`src/rtl/alu_issue_unit.sv`:
```
// ---------------------------------------------------------------------------
// alu_issue_unit
//   Producer side of the ALU interface. Accepts one 32-bit instruction word
//   at a time, reads its operands from a local 16x32 register file and drives
//   the combinational alu. It captures the alu result, writes it back to the
//   register file and presents it on a result channel.
//
//   Handshake semantics (both channels): a transfer happens on a rising clock
//   edge where valid and ready are both high. The producer holds valid and its
//   payload stable until that edge. The consumer may change ready at any time.
//
//   Instruction word: [31:28] op, [27:24] rd, [23:20] rs1, [19:16] rs2,
//                     [15] imm_sel, [14:0] imm (zero-extended)
//
// Ports
//   clk, rst_n                        clock, async active-low reset
//   instr_valid/instr_ready/instr_data   instruction channel
//   alu_input1/alu_input2/alu_operation  operands and opcode to the alu
//   alu_result                        combinational result from the alu
//   result_valid/result_ready         result channel handshake
//   result_data/result_rd/result_err  result payload (data 0 on error)
//   dbg_addr/dbg_data                 combinational register file peek
//
// Sequencing: IDLE (accept) -> ISSUE (alu evaluates, writeback) -> RESP.
// Writeback completes before the next accept, so no forwarding is needed.
// ---------------------------------------------------------------------------
module alu_issue_unit #(
  parameter int DATA_W   = 32,
  parameter int NUM_REGS = 16,
  parameter int IMM_W    = 15
) (
  input  logic              clk,
  input  logic              rst_n,
  input  logic              instr_valid,
  output logic              instr_ready,
  input  logic [31:0]       instr_data,
  output logic [DATA_W-1:0] alu_input1,
  output logic [DATA_W-1:0] alu_input2,
  output logic [3:0]        alu_operation,
  input  logic [DATA_W-1:0] alu_result,
  output logic              result_valid,
  input  logic              result_ready,
  output logic [DATA_W-1:0] result_data,
  output logic [3:0]        result_rd,
  output logic              result_err,
  input  logic [3:0]        dbg_addr,
  output logic [DATA_W-1:0] dbg_data
);

  localparam logic [3:0] OP_MAX = 4'd12;

  typedef enum logic [1:0] {
    IDLE  = 2'd0,
    ISSUE = 2'd1,
    RESP  = 2'd2
  } state_t;

  state_t            state;
  logic [3:0]        op_q;
  logic [3:0]        rd_q;
  logic [DATA_W-1:0] rf [NUM_REGS];

  // Instruction field decode
  logic [3:0]        f_op;
  logic [3:0]        f_rd;
  logic [3:0]        f_rs1;
  logic [3:0]        f_rs2;
  logic              f_imm_sel;
  logic [IMM_W-1:0]  f_imm;
  logic [DATA_W-1:0] rs1_val;
  logic [DATA_W-1:0] rs2_val;
  logic [DATA_W-1:0] imm_ext;

  assign f_op      = instr_data[31:28];
  assign f_rd      = instr_data[27:24];
  assign f_rs1     = instr_data[23:20];
  assign f_rs2     = instr_data[19:16];
  assign f_imm_sel = instr_data[15];
  assign f_imm     = instr_data[14:0];

  // r0 is hardwired to zero on every read port.
  assign rs1_val  = (f_rs1 == 4'd0) ? '0 : rf[f_rs1];
  assign rs2_val  = (f_rs2 == 4'd0) ? '0 : rf[f_rs2];
  assign dbg_data = (dbg_addr == 4'd0) ? '0 : rf[dbg_addr];
  assign imm_ext  = {{(DATA_W-IMM_W){1'b0}}, f_imm};

  always_ff @(posedge clk or negedge rst_n) begin
    if (!rst_n) begin
      state         <= IDLE;
      instr_ready   <= 1'b1;
      result_valid  <= 1'b0;
      result_data   <= '0;
      result_rd     <= 4'd0;
      result_err    <= 1'b0;
      alu_input1    <= '0;
      alu_input2    <= '0;
      alu_operation <= 4'd0;
      op_q          <= 4'd0;
      rd_q          <= 4'd0;
      for (int i = 0; i < NUM_REGS; i++) begin
        rf[i] <= '0;
      end
    end else begin
      case (state)
        IDLE: begin
          if (instr_valid && instr_ready) begin
            op_q          <= f_op;
            rd_q          <= f_rd;
            alu_input1    <= rs1_val;
            alu_input2    <= f_imm_sel ? imm_ext : rs2_val;
            // Illegal opcodes are never presented to the alu.
            alu_operation <= (f_op > OP_MAX) ? 4'd0 : f_op;
            instr_ready   <= 1'b0;
            state         <= ISSUE;
          end
        end

        ISSUE: begin
          if (op_q <= OP_MAX) begin
            result_data <= alu_result;
            result_err  <= 1'b0;
            if (rd_q != 4'd0) begin
              rf[rd_q] <= alu_result;
            end
          end else begin
            result_data <= '0;
            result_err  <= 1'b1;
          end
          result_rd    <= rd_q;
          result_valid <= 1'b1;
          state        <= RESP;
        end

        RESP: begin
          if (result_ready) begin
            result_valid <= 1'b0;
            instr_ready  <= 1'b1;
            state        <= IDLE;
          end
        end

        default: begin
          result_valid <= 1'b0;
          instr_ready  <= 1'b1;
          state        <= IDLE;
        end
      endcase
    end
  end

endmodule
```
`config.mk`:
```
export PLATFORM = sky130hd
export DESIGN_NAME = alu_issue_unit
export DESIGN_NICKNAME = d
export VERILOG_FILES = /design/src/rtl/alu_issue_unit.sv
export SDC_FILE = /design/constraint.sdc
export NUM_CORES = 1
export LEC_CHECK = 0
export ABC_AREA = 0
export CAP_MARGIN = 30
export CORE_ASPECT_RATIO = 1.25
export CORE_UTILIZATION = 60
export DETAILED_ROUTE_END_ITERATION = 7
export PLACE_DENSITY = 0.8
export SYNTH_ARGS = -nofsm -noshare
export SYNTH_HDL_FRONTEND = slang
export SYNTH_SLANG_ARGS = --single-unit
```
`constraint.sdc`:
```
create_clock -name clk -period 2.6 [get_ports clk]
set_clock_uncertainty 0.2 [all_clocks]
set_input_delay 0.39 -clock clk [delete_from_list [all_inputs] [get_ports clk]]
set_output_delay 0.39 -clock clk [all_outputs]
set_load 0.02 [all_outputs]
```
# Yosys cells after proc, flatten, opt, wreduce, memory -nomap -nowiden
# Index checks and enable logic that the tools add are counted.
dict set report totals {
  ff_bits 629
  in_bits 72
  out_inout_bits 139
}
dict set report classes {
  magnitude_cmp 7
  eq_ne 4
  n_mux 27
  n_bitwise 6
  reduce_logical 12
}
# cell n
set ops {}
lappend ops {{bitwise mux 512 bit} 1}
lappend ops {{binary-select mux 32 bit (select 4 bit)} 3}
lappend ops {{two-way mux 32 bit} 12}
lappend ops {{demux 32 bit (select 4 bit)} 1}
lappend ops {{greater-or-equal comparator 5 bit, second input constant} 4}
lappend ops {{inverter 4 -> 5 bit} 4}
lappend ops {{zero test 4 bit} 3}
lappend ops {{case mux 1 bit (3 select lines)} 2}
lappend ops {{case mux 2 bit (3 select lines)} 1}
lappend ops {{AND reduction 2 bit} 3}
lappend ops {{AND reduction 3 bit} 2}
lappend ops {{less-than comparator 5 x 1 -> 1 bit, second input constant} 1}
lappend ops {{> comparator 4 bit, second input constant} 1}
lappend ops {{less-or-equal comparator 4 bit, second input constant} 1}
lappend ops {{two-way mux 1 bit} 4}
lappend ops {{two-way mux 2 bit} 2}
lappend ops {{two-way mux 4 bit} 1}
lappend ops {{inequality test 2 bit, second input constant} 2}
lappend ops {{nonzero test 4 bit} 1}
lappend ops {{== test 2 x 1 -> 1 bit, second input constant} 1}
lappend ops {{== test 2 bit, second input constant} 1}
lappend ops {{logical AND 1 bit} 2}
lappend ops {{zero test 2 bit} 1}
lappend ops {{inverter 1 bit} 2}

# Depth between registers and ports, before layout
# Gate-level depths: netlist (run 1).
dict set report depth {
  ltp_word 6
  ltp_mapped 7
}

# Least setup slack after synthesis (run 1)
# Ideal clock, no wire load.
dict set report synth_path {
  path_kind {input port to output port}
  start {input port dbg_addr[0]}
  end {output port dbg_data[26]}
  arrival_time_ns 1.869
  required_time_ns 2.010
  path_slack_ns 0.141
  cell_stages 6
  n_path_buf 3
  cell_sequence {buf_4 buf_2 buf_4 mux4_2 mux2i_1 a21oi_1}
}
dict set report synth_via {
  elab_chain_cells 5
  elab_cells_between_ends 6
  cone_classes {mux (4); bitwise (1); reduce/logical (1)}
}
# item line_no
set synth_rtl {}
lappend synth_rtl {{start: declaration} 46} ;# input logic [3:0] dbg_addr,
lappend synth_rtl {{inverter 4 -> 5 bit (implied by the code)} 84} ;# assign dbg_data = (dbg_addr == 4'd0) ? '0 : rf[dbg_addr];
lappend synth_rtl {{binary-select mux 32 bit (select 4 bit)} 84}
lappend synth_rtl {{two-way mux 32 bit (implied by the code) (2 in series)} 84}
lappend synth_rtl {{two-way mux 32 bit *} 84}
lappend synth_rtl {{end: declaration} 47} ;# output logic [DATA_W-1:0] dbg_data
# Mark *: on every way between the ends. The rest lies on a longest branch, timed or not. The select of a mux whose other input is x is not followed.

# Worst setup path after layout (run 1)
dict set report layout_path {
  start {register rf[294] (netlist name)}
  end {output port dbg_data[6]}
}
dict set report layout_via {
  elab_chain_cells 4
}
# item line_no
set layout_rtl {}
lappend layout_rtl {{start: declaration} 61} ;# logic [DATA_W-1:0] rf [NUM_REGS];
lappend layout_rtl {{start signal: indexed assignment} 123} ;# rf[rd_q] <= alu_result;
lappend layout_rtl {{binary-select mux 32 bit (select 4 bit)} 84}
lappend layout_rtl {{two-way mux 32 bit (implied by the code) (2 in series)} 84}
lappend layout_rtl {{two-way mux 32 bit} 84}
# No other way between the ends. The select of a mux whose other input is x is not followed.

==> reports/summary.txt, run 1 <==
Crit. End Element = primary output
Worst Hold Class = input pin to asynchronous set/reset pin
Net Sw Frac = 29.4%
Clock Latency Late Sink = 0.61 ns
post-synth cell types = 42
Pwr Density = 739 nW/um^2
reg2reg path depth = 6
WP buf/inv = 1
Simple-Gate Fraction of Synth Area = 3.08%
Comb pwr share = 27.3%
Final GP Congestion = 0.885
r2r startpoint = op_q[1]$_DFFE_PN0P_
Post-Synthesis Net Count = 2474
layout cells sized above 1 = 52.3%
RSZ-0062 raised after global routing = yes
Yosys Warn Count = 0
status = finished, violations left
adder-cell share of the synthesized area = 0%
post-synthesis async set-or-reset flop share = 100%
fin crit share = 103%
area fraction of the dominant cell type after synthesis = 45.3%
critical path class = flop to primary output
grt ovf = 0
drt wl/cell = 31.2 um
DP HPWL = 65200 um
Core ar. = 57100 um^2
largest net degree at the start of global routing = 101
Mapped Cells = 2402
number of synthesized flops with an enable pin = 0
Slew HR = 52.2%
Multi-input gate area = 18300 um^2
starting density of the core = 60.7%
crit path DAT = 2.08 ns
NumNets Final = 2806
initial antenna violation count = 2
crit-path cells = mux4_2, nand2b_4, a21oi_2, a21oi_2, buf_4
cell internal pwr = 0.0223 W
Synth area leader = dfrtp_1
CP Launch Point = rf[294]$_DFFE_PN0P_
largest family of logic cells by synthesized area = multiplexers
die height = 271 um
GRT Util Overall = 37.7%
Worst Tran Pin Value = 0.714 ns
most frequent cells after synthesis = dfrtp_1 (628), mux2_2 (549), mux4_2 (318), clkbuf_1 (153)
clk root buf = clkbuf_16
Mapped Avg Cell Area = 14.4 um^2
Antenna Violating Nets Remaining = 0
Vias/cell = 7.24
first-pass GRT wire length = 165000 um
count leader, synth = dfrtp_1
critical path launch point type = flop
fill count = 3359
XOR/XNOR share of the synthesized area = 0%
I/O Buffers = 210
failing checks = negative setup slack
leakage = 18.3 nW
Cell Area, Synth = 34700 um^2
clock power share = 31.8%
Boundary Pins = 211
maximum vdd ir drop = 0.866 mV
CTS sink cnt = 629
Std-Cell Rows = 98
placed cells = 3274
Max Slew Vio Count = 0
Num CTS Buffers = 66
Yosys reg bits = 629
Max H-tree Level = 3
Fin. Hold Viols = 0
Compound-Gate Fraction of Synth Area = 6.43%
Critical Path Stages = 5
slowest stage delay, CP = 0.49 ns
final setup violation count = 21
die width = 217 um
fin util = 74.6%
First DRT Iteration DRCs = 2778
Final WS setup = -0.0731 ns
Flop pwr share = 40.9%
crit path time final = 2.67 ns
TritonRoute pass-1 iters = 8
clk slew on worst S/H paths = 0.06 ns
CTS tree = done
Max clock buf depth = 3
Crit path required time = 2.01 ns
net switching power = 0.00926 W
Slowest cell on crit path = mux4_2
f_max = 0.374 GHz
Critical Path Fanout Max = 4
Die ar. = 58800 um^2
family with the most delay on the worst path = multiplexers
final WL = 110000 um
most frequent CP cell = a21oi_2
max cap viols = 0
synth-to-layout area growth = 22.9%
Post-route DRC = 0
post-synthesis mux area share = 41.4%
sequential fraction of the synthesis area = 45.4%
Non-Filler Instances = 3535
vias = 25600
vias in the first global route = 26800
Post-synth top flop = dfrtp_1
synth top area cells = dfrtp_1 (45%), mux4_2 (21%), mux2_2 (18%)
FF+latch area = 15700 um^2
TNS Setup = -0.448 ns
-- stage by stage --
stage	power [W]	hold slack [ns]	setup slack (ns)	area (um^2)
after floorplan	0.0173	-0.106	0.141	34700
after global placement	0.0205	0.0916	-0.323	38700
after detailed placement	0.0208	0.0814	-0.321	38700
after CTS	0.0311	0.0594	-0.0543	41800
after global routing	0.0325	0.0649	-0.0750	42600
final	0.0315	0.0540	-0.0731	42600
-- path summary, 6_finish.rpt --
check                                                    to  slack (ns)
worst max-delay path                            dbg_data[6]       -0.07
worst min-delay path            result_data[25]$_DFFE_PN0N_        0.05
worst max register to register           rf[33]$_DFFE_PN0P_        0.11
worst min register to register          rf[511]$_DFFE_PN0P_        0.17
max in group asynchronous           instr_ready$_DFFE_PN1P_        1.15
min in group clk                        rd_q[2]$_DFFE_PN0P_        0.12
-- power groups by stage --
stage	Combinational (W)	Sequential, W	Clock [W]
after floorplan	0.00390	0.0134	0
after global placement	0.00762	0.0129	0
after detailed placement	0.00780	0.0130	0
after CTS	0.00824	0.0128	0.0101
after global routing	0.00904	0.0130	0.0105
final	0.00860	0.0129	0.0100
-- area by class of cell --
| class | instances | area share, % |
|---|---|---|
| multi-input combinational | 1496 | 42.9 |
| inverter | 1 | 0.00880 |
| clock inverter | 20 | 0.734 |
| tap | 750 | 2.20 |
| timing repair buffer | 540 | 12.6 |
| sequential | 629 | 36.9 |
| antenna | 1 | 0.00587 |
| clock buffer | 98 | 4.59 |
-- cell families after synthesis --
group	after synthesis
muxes	969
buffers and inverters	277
DFF	629
AOI/OAI and AO/OA	307
and+or+nand+nor	220
-- sequential cells by signal (all words and copies together) (netlist names) --
| name | cells |
|---|---|
| rf | 512 |
| alu_input2 | 32 |
| instr_ready | 1 |
| result_rd | 4 |
| alu_operation | 4 |
| op_q | 4 |
| rd_q | 4 |
| result_valid | 1 |
| alu_input1 | 32 |
| result_err | 1 |
| result_data | 32 |
| state | 2 |
-- per-layer routing --
layer	track usage, %	up-vias	share of wire (%)
li1	-	10000	-
met1	48.1	13200	36
met2	59.2	1831	48
met3	8.44	482	10
met4	23.1	2	6.4
met5	0	-	0.011
-- cells in the final DEF (no fill, tap or decap), types with 19 or more instances in the layout --
cell,synthesis,layout
a221o_1,67,67
mux2_2,549,547
buf_12,0,59
clkdlybuf4s50_1,0,166
clkbuf_16,0,73
a22oi_1,30,30
a22o_1,33,33
mux2i_1,96,90
nand2b_4,0,28
clkbuf_1,153,19
dfrtp_1,628,628
o21ai_0,46,46
nand2_1,96,89
o221ai_1,25,25
nor2_1,42,41
o22ai_1,19,19
mux4_2,318,318
buf_4,14,287
a21oi_2,0,50
a21oi_1,76,20
-- timing repair --
item	CTS	global route
hold buffers	1	0
endpoints found under the hold margin	418	0
setup buffers	85	53
setup endpoints to repair	32	32
pin swaps	9	19
gates resized for setup	201	69
gates cloned	1	2
(Power assumes the default switching activity.)
==> run 2: changes to the inputs <==
--- a/config.mk
+++ b/config.mk
@@ -10,6 +10,7 @@
 export CORE_ASPECT_RATIO = 1.25
 export CORE_UTILIZATION = 60
 export DETAILED_ROUTE_END_ITERATION = 7
+export GPL_ROUTABILITY_DRIVEN = 0
 export PLACE_DENSITY = 0.8
 export SYNTH_ARGS = -nofsm -noshare
 export SYNTH_HDL_FRONTEND = slang
==> results of run 2 <==
No change in the layout: final DEF, timing and power equal those of run 1.
==> run 3: changes to the inputs <==
--- a/config.mk
+++ b/config.mk
@@ -11,7 +11,7 @@
 export CORE_UTILIZATION = 60
 export DETAILED_ROUTE_END_ITERATION = 7
 export GPL_ROUTABILITY_DRIVEN = 0
-export PLACE_DENSITY = 0.8
+export PLACE_DENSITY = 0.84
 export SYNTH_ARGS = -nofsm -noshare
 export SYNTH_HDL_FRONTEND = slang
 export SYNTH_SLANG_ARGS = --single-unit
==> reports/summary.txt, run 3 (synthesis gave the netlist of run 1 again) <==
status = finished, violations left
failing checks = negative setup slack
max reg flops = 512
post-route cell area = 43000 um^2
critical path launch point type = flop
crit-path cells = mux4_2, mux2i_1, a21oi_4, buf_6
initial antenna violation count = 2
Clock Latency Late Sink = 0.66 ns
Num CTS Buffers = 61
Antenna Violating Nets Remaining = 0
f_max = 0.362 GHz
Max H-tree Level = 2
Crit path required time = 2.01 ns
diodes inserted = 0
crit path time final = 2.76 ns
CTS tree = done
CTS sink cnt = 629
Biggest register = rf
leakage = 18.5 nW
Core ar. = 57100 um^2
Std-Cell Rows = 98
commonest non-fill, non-tap cell in the layout = dfrtp_1
Die ar. = 58800 um^2
Worst Hold Slack = 0.0225 ns
r2r startpoint = op_q[1]$_DFFE_PN0P_
Worst Hold Class = input pin to asynchronous set/reset pin
die height = 271 um
DP HPWL = 66800 um
TNS Setup = -1.95 ns
R2R Setup Slk = 0.15 ns
Non-Filler Instances = 3575
first-pass GRT wire length = 171000 um
slowest stage delay, CP = 0.48 ns
crit path DAT = 2.17 ns
fin crit share = 106%
NumNets Final = 2844
fin util = 75.3%
grt ovf = 0
final WL = 116000 um
Max clock buf depth = 3
critical path class = flop to primary output
clk root buf = clkbuf_16
Crit. End Element = primary output
Slew HR = 31.0%
Slowest cell on crit path = mux4_2
final setup violation count = 31
family with the most delay on the worst path = multiplexers
maximum vdd ir drop = 0.763 mV
synth-to-layout area growth = 24.1%
Pwr Density = 742 nW/um^2
First DRT Iteration DRCs = 3541
Max Slew Vio Count = 0
die width = 217 um
r2r endpoint = rf[441]$_DFFE_PN0P_
reg2reg path depth = 7
placed cells = 3270
clk slew on worst S/H paths = 0.07 ns
starting density of the core = 60.7%
Boundary Pins = 211
largest net degree at the start of global routing = 90
Post-route DRC = 0
max cap viols = 0
total placed instance area = 38700 um^2
vias in the first global route = 28100
Fin. Hold Viols = 0
GRT Util Overall = 39.0%
WP buf/inv = 1
Vias/cell = 7.47
TritonRoute pass-1 iters = 6
Worst Tran Pin Value = 1.04 ns
fill count = 3177
Critical Path Fanout Max = 4
RSZ-0062 raised after global routing = yes
layout cells sized above 1 = 53.7%
drt wl/cell = 32.5 um
commonest cells after routing, fill and taps aside = dfrtp_1 (625), mux2_2 (544), buf_4 (328)
Final WS setup = -0.160 ns
I/O Buffers = 210
vias = 26700
-- run 3: worst max path at each step --
stage                                   start           end  slack, ns  cells past startpoint
final                      rf[43]$_DFFE_PN0P_  dbg_data[11]      -0.16                      4
after global routing       rf[11]$_DFFE_PN0P_  dbg_data[11]      -0.17                      4
after CTS                 rf[363]$_DFFE_PN0P_  dbg_data[11]      -0.11                      5
after detailed placement          dbg_addr[0]  dbg_data[18]      -0.36                      7
after global placement            dbg_addr[0]  dbg_data[14]      -0.34                      7
after floorplan                   dbg_addr[0]  dbg_data[26]       0.14                      6
-- run 3: repair_timing --
| action | in CTS | in global routing |
|---|---|---|
| endpoints found under the hold margin | 457 | 0 |
| setup buffers | 126 | 62 |
| pin swaps | 22 | 25 |
| setup endpoints to repair | 32 | 51 |
| hold buffers | 1 | 0 |
| gates resized for setup | 244 | 56 |
-- run 3: area by class of cell --
class	instances	area [um^2]	share of cell area [%]
Clock inverter	34	498	1.16
Clock buffer	82	1780	4.13
Inverter	1	3.75	0.00872
Sequential cell	629	15700	36.6
Timing Repair Buffer	583	5660	13.1
Multi-Input combinational cell	1496	18400	42.8
Tap cell	750	938	2.18
-- run 3: per-layer routing --
layer,GRT usage (%),vias up,share of wire (%)
met2,61.7,2337,48
met4,28.0,2,7.6
met3,9.63,722,11
met1,46.9,13500,33
li1,-,10100,-
met5,0,-,0.013
-- run 3: report_power, final --
part,switching [W],internal (W),leakage (nW)
sequential,0.00152,0.0114,7.86
combinational,0.00398,0.00493,9.50
clock,0.00416,0.00591,1.10
total,0.00966,0.0223,18.5
-- run 3: per-stage QoR --
| step | setup slack, ns | power [W] |
|---|---|---|
| after floorplan | 0.141 | 0.0173 |
| after global placement | -0.342 | 0.0205 |
| after detailed placement | -0.362 | 0.0209 |
| after CTS | -0.107 | 0.0313 |
| after global routing | -0.168 | 0.0329 |
| final | -0.160 | 0.0319 |
==> RTL edit (settings of run 1) <==
`DATA_W`: 32 -> 28.
--- a/src/rtl/alu_issue_unit.sv
+++ b/src/rtl/alu_issue_unit.sv
@@ -25,7 +25,7 @@
 // Writeback completes before the next accept, so no forwarding is needed.
 // ---------------------------------------------------------------------------
 module alu_issue_unit #(
-  parameter int DATA_W   = 32,
+  parameter int DATA_W   = 28,
   parameter int NUM_REGS = 16,
   parameter int IMM_W    = 15
 ) (
Ports: changed (5 resized); port bits go from 211 to 191. No check against the original RTL was run, so the function may have changed too.
==> RTL edit against run 1 <==
  * The run still ends with negative setup slack left
  * Worst hold slack better by 0.064 ns
  * Synthesized cell count down 12%
  * Sequential cell count down 76
  * Synthesized area down 12%
  * Register-to-register slack better by 0.05 ns
  * Routed wire length down 15%
  * Total power down 13%
  * Clock power down 18%
  * First-iteration DRC count down 24%
  * Final area down 14%
  * Setup slack worse by 0.012 ns
  * Maximum frequency down 0.45%
  * Utilization down 0.69 points
  * Largest power group unchanged
==> RTL edit: results (changes against run 1) <==
Detailed routing
  – Total number of vias: 21958 (was 25589)
  – DRC marker count from the first detailed-route iteration: 2098 (was 2778)
  – Wire length on met2: 45.53 mm (was 52.81 mm)
  – Routed length on met1: 34.08 mm (was 39.22 mm)
  – Initial DRT Pass Iterations: 6 (was 8)

Placed design
  – Number of port buffers: 190 (was 210)
  – Placed insts: 2863 (was 3274)
  – Place WS: -0.3857 ns (was -0.3208 ns)
  – Placed cell areas: 33890 um2 (was 38720 um2)
  – DPL Wire Length: 56.59 mm (was 65.21 mm)

Power
  – P_int: 19.24 mW (was 22.25 mW)

Status
  – Status: finished, violations left (unchanged)
  – Failing checks: negative setup slack (unchanged)

Clock network
  – Post-CTS Setup Repair Bufs: 65 (was 85)
  – Post_cts resized: 157 (was 201)
  – Htree depth: 2 (was 3)

Yosys
  – Register bit total from synthesis: 553 (was 629)
  – Post-synthesis compound-gate area fraction: 6.644% (was 6.426%)

Setup path
  – CP Data Arrival Time: 2.10 ns (was 2.08 ns)
  – Beginning of the worst register-to-register path: state[1]$_DFFE_PN0P_ (was op_q[1]$_DFFE_PN0P_)
  – R2r endpoint: rf[123]$_DFFE_PN0P_ (was rf[33]$_DFFE_PN0P_)
  – Setup slack, reg-to-reg: 0.16 ns (was 0.11 ns)
  – Worst Setup EP: dbg_data[7] (was dbg_data[6])

Layout
  – Share of layout cells above drive strength 1: 50.64% (was 52.30%)
  – Max reg flops: 448 (was 512)
  – Clock buffers: 78 (was 98)
  – Layout clock area frac: 4.997% (was 5.327%)
  – Non-Filler Instances: 3061 (was 3535)
  – Buffering overhead: 11.74% (was 12.64%)
  – Comb_multi_in: 1321 (was 1496)
  – Fill count: 3012 (was 3359)

Global routing
  – Global-route wire length before repair: 140.0 mm (was 165.3 mm)
  – Largest net degree at the start of global routing: 73 (was 101)
  – Vias in the first global route: 22802 (was 26815)

Timing
  – Setup violations, final: 18 (was 21)
  – Setup ws final: -0.08521 ns (was -0.07309 ns)
RTL edit: cell count changes after synthesis, moves of 20 or more:
cell	delta
buf_1	+20
buf_2	-24
clkbuf_1	-25
dfrtp_1	-76
mux2_2	-66
mux4_2	-40
RTL edit: routing by layer:
metal	track usage, %	vias up
li1	-	8755
met1	46.87	11429
met5	0	-
met4	20.43	6
met3	7.399	366
met2	59.08	1402
RTL edit: power groups by stage:
stage / logic (mW) / registers (mW) / clock network (mW)
final: 7.74 / 11.5 / 8.24
after global routing: 8.17 / 11.6 / 8.61
after CTS: 7.48 / 11.4 / 8.31
after detailed placement: 7.17 / 11.6 / 0
after global placement: 7.00 / 11.5 / 0
after floorplan: 3.67 / 11.9 / 0
RTL edit: logic make-up after synthesis:
| kind of cell | Yosys count |
|---|---|
| flip-flops | 553 |
| AND/OR/NAND/NOR | 196 |
| AO/OA/AOI/OAI | 283 |
| multiplexers | 842 |
| buffers and inverters | 235 |
